`config.mk`:
```
export PLATFORM = sky130hd
export DESIGN_NAME = fp_result_fifo_flat
export DESIGN_NICKNAME = d
export VERILOG_FILES = /design/src/rtl/fp_result_fifo_if.sv /design/src/rtl/fp_result_fifo.sv /design/src/flat_wrapper.sv
export SDC_FILE = /design/constraint.sdc
export NUM_CORES = 1
export LEC_CHECK = 0
export BUFFER_PORTS_ARGS = -buffer_cell sky130_fd_sc_hd__buf_2
export CELL_PAD_IN_SITES_DETAIL_PLACEMENT = 2
export CELL_PAD_IN_SITES_GLOBAL_PLACEMENT = 2
export CORE_ASPECT_RATIO = 0.8
export CORE_UTILIZATION = 26
export DETAILED_ROUTE_END_ITERATION = 16
export HOLD_SLACK_MARGIN = 0.12
export PLACE_DENSITY_LB_ADDON = 0.3
export SYNTH_ARGS = -nofsm -noshare
export SYNTH_HDL_FRONTEND = slang
export SYNTH_SLANG_ARGS = --single-unit
```
`constraint.sdc`:
```
create_clock -name clk -period 5.3 [get_ports clk]
set_input_delay 1.06 -clock clk [delete_from_list [all_inputs] [get_ports clk]]
set_output_delay 1.06 -clock clk [all_outputs]
set_load 0.03 [all_outputs]
```
`src/rtl/fp_result_fifo_if.sv`:
```
// Producer/consumer handshake bundle for the FP mul/div result FIFO.
// The master side drives results in and accepts entries out; the slave side is the FIFO.
interface fp_result_fifo_if;
    logic        in_valid;
    logic [31:0] in_R;
    logic [4:0]  in_flags;
    logic        out_valid;
    logic        out_ready;
    logic [31:0] out_R;
    logic [4:0]  out_flags;

    modport master (
        output in_valid,
        output in_R,
        output in_flags,
        output out_ready,
        input  out_valid,
        input  out_R,
        input  out_flags
    );

    modport slave (
        input  in_valid,
        input  in_R,
        input  in_flags,
        input  out_ready,
        output out_valid,
        output out_R,
        output out_flags
    );
endinterface

```
`src/rtl/fp_result_fifo.sv`:
```
// First-word-fall-through result FIFO behind the FP mul/div unit, with sticky
// accrued-exception flags and a saturating count of results lost on overflow.
module fp_result_fifo #(
    parameter int unsigned DEPTH  = 4,
    parameter int unsigned DROP_W = 8
) (
    input  logic                     clk,
    input  logic                     arst,
    fp_result_fifo_if.slave          bus,
    input  logic                     sticky_clr,
    output logic [4:0]               sticky_flags,
    output logic [$clog2(DEPTH):0]   count,
    output logic                     full,
    output logic                     empty,
    output logic [DROP_W-1:0]        drop_cnt
);

    localparam int unsigned PTR_W = (DEPTH > 1) ? $clog2(DEPTH) : 1;
    localparam int unsigned CNT_W = PTR_W + 1;

    typedef struct packed {
        logic [31:0] r;
        logic [4:0]  flags;
    } entry_t;

    entry_t             mem_q [DEPTH];
    logic [PTR_W-1:0]   wr_ptr_q, wr_ptr_d;
    logic [PTR_W-1:0]   rd_ptr_q, rd_ptr_d;
    logic [CNT_W-1:0]   count_q, count_d;
    logic               full_q, full_d;
    logic               empty_q, empty_d;
    logic               out_valid_q, out_valid_d;
    entry_t             head_q, head_d;
    logic [4:0]         sticky_q, sticky_d;
    logic [DROP_W-1:0]  drop_q, drop_d;

    logic               pop_c;
    logic               push_c;
    logic               drop_c;
    entry_t             in_entry_c;

    // Handshake decode; a pop frees the slot a same-cycle push needs when full.
    always_comb begin
        in_entry_c.r     = bus.in_R;
        in_entry_c.flags = bus.in_flags;
        pop_c            = out_valid_q && bus.out_ready;
        push_c           = bus.in_valid && (!full_q || pop_c);
        drop_c           = bus.in_valid && full_q && !pop_c;
    end

    always_comb begin
        wr_ptr_d    = wr_ptr_q;
        rd_ptr_d    = rd_ptr_q;
        count_d     = count_q;
        sticky_d    = sticky_q;
        drop_d      = drop_q;
        head_d      = '0;

        if (push_c) begin
            wr_ptr_d = wr_ptr_q + PTR_W'(1);
        end
        if (pop_c) begin
            rd_ptr_d = rd_ptr_q + PTR_W'(1);
        end

        if (push_c && !pop_c) begin
            count_d = count_q + CNT_W'(1);
        end else if (pop_c && !push_c) begin
            count_d = count_q - CNT_W'(1);
        end

        full_d      = (count_d == CNT_W'(DEPTH));
        empty_d     = (count_d == '0);
        out_valid_d = !empty_d;

        // Next head is the incoming entry only when it lands exactly at the new read slot.
        if (!empty_d) begin
            if (push_c && (wr_ptr_q == rd_ptr_d)) begin
                head_d = in_entry_c;
            end else begin
                head_d = mem_q[rd_ptr_d];
            end
        end

        // Exceptions of dropped results still accrue; new flags survive a same-cycle clear.
        if (sticky_clr) begin
            sticky_d = bus.in_valid ? bus.in_flags : 5'b00000;
        end else if (bus.in_valid) begin
            sticky_d = sticky_q | bus.in_flags;
        end

        if (drop_c && (drop_q != {DROP_W{1'b1}})) begin
            drop_d = drop_q + DROP_W'(1);
        end
    end

    always_ff @(posedge clk) begin
        if (arst) begin
            wr_ptr_q    <= '0;
            rd_ptr_q    <= '0;
            count_q     <= '0;
            full_q      <= 1'b0;
            empty_q     <= 1'b1;
            out_valid_q <= 1'b0;
            head_q      <= '0;
            sticky_q    <= '0;
            drop_q      <= '0;
        end else begin
            wr_ptr_q    <= wr_ptr_d;
            rd_ptr_q    <= rd_ptr_d;
            count_q     <= count_d;
            full_q      <= full_d;
            empty_q     <= empty_d;
            out_valid_q <= out_valid_d;
            head_q      <= head_d;
            sticky_q    <= sticky_d;
            drop_q      <= drop_d;
        end
    end

    // Storage array needs no reset: the registered head view masks stale slots.
    always_ff @(posedge clk) begin
        if (!arst && push_c) begin
            mem_q[wr_ptr_q] <= in_entry_c;
        end
    end

    assign bus.out_valid = out_valid_q;
    assign bus.out_R     = head_q.r;
    assign bus.out_flags = head_q.flags;
    assign sticky_flags  = sticky_q;
    assign count         = count_q;
    assign full          = full_q;
    assign empty         = empty_q;
    assign drop_cnt      = drop_q;

endmodule

```
`src/flat_wrapper.sv`:
```
// flat-port wrapper written by rule: the top's interface ports become plain ports
module fp_result_fifo_flat 
#(
    parameter int unsigned DEPTH  = 4,
    parameter int unsigned DROP_W = 8
)
  (clk, arst, sticky_clr, sticky_flags, count, full, empty, drop_cnt, bus_in_valid, bus_in_R, bus_in_flags, bus_out_ready, bus_out_valid, bus_out_R, bus_out_flags);
  fp_result_fifo_if bus_i ();
  input  logic clk;
  input  logic arst;
  input  logic sticky_clr;
  output logic [4:0] sticky_flags;
  output logic [$clog2(DEPTH):0] count;
  output logic full;
  output logic empty;
  output logic [DROP_W-1:0] drop_cnt;
  input wire logic [$bits(bus_i.in_valid)-1:0] bus_in_valid;
  input wire logic [$bits(bus_i.in_R)-1:0] bus_in_R;
  input wire logic [$bits(bus_i.in_flags)-1:0] bus_in_flags;
  input wire logic [$bits(bus_i.out_ready)-1:0] bus_out_ready;
  output wire logic [$bits(bus_i.out_valid)-1:0] bus_out_valid;
  output wire logic [$bits(bus_i.out_R)-1:0] bus_out_R;
  output wire logic [$bits(bus_i.out_flags)-1:0] bus_out_flags;
  assign bus_i.in_valid = bus_in_valid;
  assign bus_i.in_R = bus_in_R;
  assign bus_i.in_flags = bus_in_flags;
  assign bus_i.out_ready = bus_out_ready;
  assign bus_out_valid = bus_i.out_valid;
  assign bus_out_R = bus_i.out_R;
  assign bus_out_flags = bus_i.out_flags;
  fp_result_fifo #(.DEPTH(DEPTH), .DROP_W(DROP_W)) u_core (.clk(clk), .arst(arst), .bus(bus_i), .sticky_clr(sticky_clr), .sticky_flags(sticky_flags), .count(count), .full(full), .empty(empty), .drop_cnt(drop_cnt));
endmodule
```
==> run metrics, run 1 <==
crit path kind in2reg; peak supply drop 191 uV; routed wl met3 799 um; die area 0.0317 mm2; Worst Setup SP bus_out_ready; Vias/cell 4.70; total grt overflow 0; Worst-Margin Slew 1160 ps; Post-Route WL 22100 um; Gates resized, CTS repair 0; total power 4.46 mW; Worst setup EP type flip-flop; RSZ-0062 raised after global routing no; max-slew violations 0; total I/O pin count 98; Nets 738; register area 0.00565 mm2; n_diodes 0; DRT Pass-1 Iters 4; worst skew pair latency 520 ps; startpoint types primary input; initial antenna violation count 1; clock skew 10.1 ps; simple-gate share of the synthesized area 11.1%; clock-pin transition on the worst setup and hold timing paths 60 ps; max_slew headroom 22.4%; postcts setup bufs 0; sequential area share after synthesis 70.0%; CTS root buffer clkbuf_16; CTS tree done; first-pass GRT wire length 34900 um; main combinational cell family by area after synthesis compound AO/OA/AOI/OAI gates; Synth Flop Type edfxtp_1; share of flip-flops with an asynchronous set or reset 0%; pwr dens 462 mW/mm2; vias in the first global route 5948; area share of xor/xnor cells in the synthesized design 1.57%; reg-to-reg slack, setup 2250 ps; commonest non-fill, non-tap cell in the layout edfxtp_1; Synth Register Bits 208; period utilization 60.7%; clock sinks 208; die height 160 um; maximum clock rate 0.311 GHz; # rows 57; Req. time, crit path 5720 ps; Placer Congestion 0.736; average size of a mapped cell 13.2 um2; Setup violations, final 0; Synth Area in Adders 1.09%; final cell utilization of the core 31.7%; cts bufs inserted 23; Area growth, synth to finish 19.7%; commonest cells after routing, fill and taps aside 148 x edfxtp_1, 117 x nand2_1, 97 x buf_2, 60 x dfxtp_1, 41 x a21oi_1; min cycle time layout 3220 ps; WL/cell 19.7 um; share of cells above drive strength 1 21.1%; fill cell count 3227; Sum Neg Setup Slack 0 ps; total track usage 14.3%; CTS Buffer Depth 3; worst hold path type reg2reg; wl on met1 9920 um; FF-to-FF Start u_core.bus.out_valid; Hold Path Origin u_core.sticky_flags[1]; Compound-Gate Fraction of Synth Area 12.0%; largest net degree at the start of global routing 75; area of the multi-input gates 0.00216 mm2; Final Hold Fails 0; Synthesis Warnings 0; worst slack at placement 1500 ps; Initial Utilization 26.5%; setup ws final 2080 ps; Lkg Pwr 3.47 nW; DR DRC count 0; multiplexer share of the synthesized area 0.621%; port buffer count 97; CP max FO 39; Mapped Area 0.00806 mm2; Routed Antenna Nets 0; status complete, no violations; Die X 199 um; hpwl dp 12700 um; Synth cell types 39; # H-tree levels 1; number of synthesized flops with an enable pin 148; DRT iter0 DRCs 201; vias 5258; CTS Hold Bufs 0; Mapped Cells 609; Synthesized Nets 658; highest routing layer actually used met5; met2 WL 10900 um; WP data arrival 3640 ps; Core Area 0.0305 mm2; max-cap check violation count 0
==> metal layers <==
layer	up-vias	GRT usage, %
li1	2431	-
met4	2	3.53
met2	99	24.3
met1	2689	18.7
met5	-	0
met3	37	2.52
==> cells in the mapped netlist, types with 4 or more instances <==
library cell / n / area share (%)
ha_1: 7 / 1.1
edfxtp_1: 148 / 55
a211oi_1: 37 / 3.4
clkbuf_1: 12 / 0.56
xnor2_1: 7 / 0.76
and2_1: 8 / 0.62
a311o_1: 37 / 4.6
buf_2: 18 / 1.1
mux2i_1: 5 / 0.62
o21ai_0: 4 / 0.25
nand3_1: 4 / 0.25
inv_1: 8 / 0.37
dfxtp_1: 60 / 15
buf_4: 5 / 0.47
buf_6: 6 / 0.84
a21oi_1: 41 / 2.5
nor2_1: 15 / 0.70
nand2_1: 118 / 5.5
a22oi_1: 5 / 0.47
and3_1: 38 / 2.9
==> metrics by stage <==
stage	hold WS (ps)	cells	cell area, um2
floorplan	493	609	8060
global placement	481	1077	8890
detailed placement	495	1077	8890
CTS	523	1119	9650
global route	552	1119	9650
finish	509	1119	9650
==> critical path, stage by stage <==
cell and delay (ps):
buf_2 160, a21bo_2 710, and2_2 950, nand2_1 130, a311o_1 390, a21oi_1 220
==> layout make-up <==
type / count / share of cell area, %
inverters: 8 / 0.311
clock buffers: 34 / 7.02
well taps: 413 / 5.36
flip-flops and latches: 208 / 58.5
clock inverters: 8 / 0.869
repair buffers: 100 / 5.52
multi-input cells: 348 / 22.4
==> sequential cells by signal, summed over array words and instances (netlist names) <==
name	count
u_core.rd_ptr_q	2
u_core.bus.out_flags	5
u_core.drop_cnt	8
u_core.full	1
u_core.empty	1
u_core.sticky_flags	5
u_core.wr_ptr_q	2
u_core.bus.out_valid	1
u_core.mem_q	148
u_core.bus.out_R	32
u_core.count	3
==> report_power, final <==
group	internal [mW]	total [mW]	switching (mW)
clock network	0.939	1.60	0.661
registers	1.89	1.95	0.0593
logic	0.285	0.910	0.625
total	3.11	4.46	1.35
==> cell families (layout without fill, tap and decap cells) <==
group / Yosys count / in the layout
DFF: 208 / 208
and+or+nand+nor: 195 / 195
AOI/OAI and AO/OA: 129 / 129
buffers and inverters: 53 / 150
xor gates and xnor gates: 12 / 12
adders and majority gates: 7 / 7
muxes: 5 / 5
==> worst paths after layout <==
| kind | end | cells after the start |
|---|---|---|
| max reg2reg | u_core.bus.out_R[26] | 5 |
| max | u_core.bus.out_R[26] | 6 |
| min reg2reg | u_core.sticky_flags[1] | 2 |
| min | u_core.sticky_flags[1] | 2 |
(Power assumes the default switching activity.)
==> run 2, diff against run 1 <==
Clock period 5.3 ns to 3.4 ns, I/O delays scaled along.
==> run 2 against run 1 <==
Sequential share of layout area decreased by 0.64 points. Final cell count increased by 1.5%. Die area unchanged. Critical path type is now reg2reg. Largest power group unchanged.
==> run metrics, run 2 (synthesis gave the netlist of run 1 again) <==
WL/cell 19.8 um (was 19.7 um); worst slack at placement 662 ps (was 1500 ps); Reg power frac 43.9% (was 43.7%); postcts setup bufs 0 (unchanged); setup ws final 961 ps (was 2080 ps); Gates resized, CTS repair 0 (unchanged); max reg flops 148 (unchanged); vias in the first global route 5894 (was 5948); Die X 199 um (unchanged); vias 5329 (was 5258); commonest non-fill, non-tap cell in the layout edfxtp_1 (unchanged); min cycle time layout 2440 ps; fill cell count 3234 (was 3227); switching share of power 30.5% (was 30.2%); CP Cell Sequence a21bo_2 -> nand2_4 -> buf_4 -> a211oi_1 -> a311o_1 -> a21oi_1 (was buf_2 -> a21bo_2 -> and2_2 -> nand2_1 -> a311o_1 -> a21oi_1); FF-to-FF Start u_core.bus.out_valid (unchanged); max-slew violations 0 (unchanged); met1 Usage GRT 20.0% (was 18.7%); Global Route met3 Usage 2.54% (was 2.52%); Core Area 0.0305 mm2 (unchanged); Worst-Margin Slew 581 ps (was 1160 ps); n_diodes 0 (unchanged); max_slew headroom 61.3% (was 22.4%); maximum clock rate 0.410 GHz; Internal 4.79 mW (was 3.11 mW); max-cap check violation count 0 (unchanged); pwr dens 707 mW/mm2 (was 462 mW/mm2); total power 6.90 mW (was 4.46 mW); Worst setup EP type flip-flop (unchanged); NetSw 2.11 mW (was 1.35 mW); DR DRC count 0 (unchanged); total grt overflow 0 (unchanged); Vias/cell 4.69 (was 4.70); total track usage 14.3% (about the same); startpoint types flip-flop (was primary input); clock skew 23.3 ps (was 10.1 ps); Req. time, crit path 3790 ps (was 5720 ps); largest net degree at the start of global routing 44 (was 75); Final Hold Fails 0 (unchanged); commonest cells after routing, fill and taps aside 148 x edfxtp_1, 117 x nand2_1, 97 x buf_2, 60 x dfxtp_1, 41 x a21oi_1 (unchanged); CP peak stage delay 490 ps (was 950 ps); CTS Buffer Depth 3 (unchanged); CTS root buffer clkbuf_16 (unchanged); # rows 57 (unchanged); hpwl dp 14000 um (was 12700 um); Routed Antenna Nets 0 (unchanged); Hold Path Origin bus_in_R[22] (was u_core.sticky_flags[1]); total I/O pin count 98 (unchanged); Initial Utilization 26.5% (unchanged); met2 Use GR 22.9% (was 24.3%); CTS Hold Bufs 0 (unchanged); slowest cell on the critical path dfxtp_1 (was and2_2); Post-Route WL 22500 um (was 22100 um); peak supply drop 340 uV (was 191 uV); worst skew pair latency 530 ps (was 520 ps); # H-tree levels 1 (unchanged); Layout Cells excl Fill 1136 (was 1119); placed instance count 1092 (was 1077); cts bufs inserted 24 (was 23); Placer Congestion 0.726 (was 0.736); Area growth, synth to finish 21.0% (was 19.7%); most flop-heavy register u_core.mem_q (unchanged); clock-pin transition on the worst setup and hold timing paths 60 ps (about the same); Worst Setup SP u_core.bus.out_valid (was bus_out_ready); Nets 754 (was 738); CTS tree done (unchanged); clock power share 35.0% (was 35.9%); CP max FO 40 (was 39); status complete, no violations (unchanged); port buffer count 97 (unchanged); Sum Neg Setup Slack 0 ps (unchanged); Lkg Pwr 3.53 nW (was 3.47 nW); share of cells above drive strength 1 22.1% (was 21.1%); first-pass GRT wire length 35100 um (was 34900 um); WP data arrival 2830 ps (was 3640 ps); clock sinks 208 (unchanged); Setup violations, final 0 (unchanged); initial antenna violation count 1 (unchanged); worst hold path type in2reg (was reg2reg); RSZ-0062 raised after global routing no (unchanged); DRT Pass-1 Iters 4 (unchanged); die area 0.0317 mm2 (unchanged); DRT iter0 DRCs 240 (was 201); period utilization 71.7%; crit path kind reg2reg (was in2reg); die height 160 um (unchanged); combinational group share of total power 21.1% (was 20.4%); Top Usage Layer GRT met2 (unchanged)
-- run 2: routing by layer --
layer	up-vias	share of wire (%)
met5	-	0.049
met4	2	2.0
met3	33	3.9
met2	104	46
met1	2729	48
li1	2461	-
-- run 2: per-stage QoR --
step           hold WS [ps]  cell area, um2  utilization (%)
2_1_floorplan           493            8060                -
3_3_place_gp            483            9020             29.6
3_5_place_dp            496            9020             29.6
4_1_cts                 373            9750             32.0
5_1_grt                 391            9750             32.0
6_report                387            9750             32.0
-- run 2: area by class of cell --
cell class / instances / area, um2 / area share [%]
inverters: 8 / 30.0 / 0.308
clock buffers: 39 / 687 / 7.04
well taps: 413 / 517 / 5.30
repair buffers: 115 / 671 / 6.88
multi-input cells: 348 / 2160 / 22.2
clock inverters: 5 / 42.5 / 0.436
flip-flops and latches: 208 / 5650 / 57.9
-- run 2: worst paths after layout --
path,to,slack [ps],depth (start not counted)
min reg2reg,u_core.sticky_flags[3],540,2
max reg2reg,u_core.bus.out_R[6],960,6
max,u_core.bus.out_R[6],960,6
min,u_core.mem_q[1][27],390,1
-- run 2: critical path, delay by kind of cell, from the launching register on --
family / cells / cell delay [ps]
AOI/OAI and AO/OA: 4 / 1110
DFF: 1 / 490
and+or+nand+nor: 1 / 350
buffers and inverters: 1 / 340
-- run 2: power by group through the flow --
stage / logic (mW) / clock network (mW) / registers (mW)
final: 1.46 / 2.41 / 3.03
after global routing: 1.60 / 2.58 / 3.05
after CTS: 1.49 / 2.48 / 3.04
after detailed placement: 1.48 / 0 / 3.09
after global placement: 1.45 / 0 / 3.08
after floorplan: 0.726 / 0 / 3.35
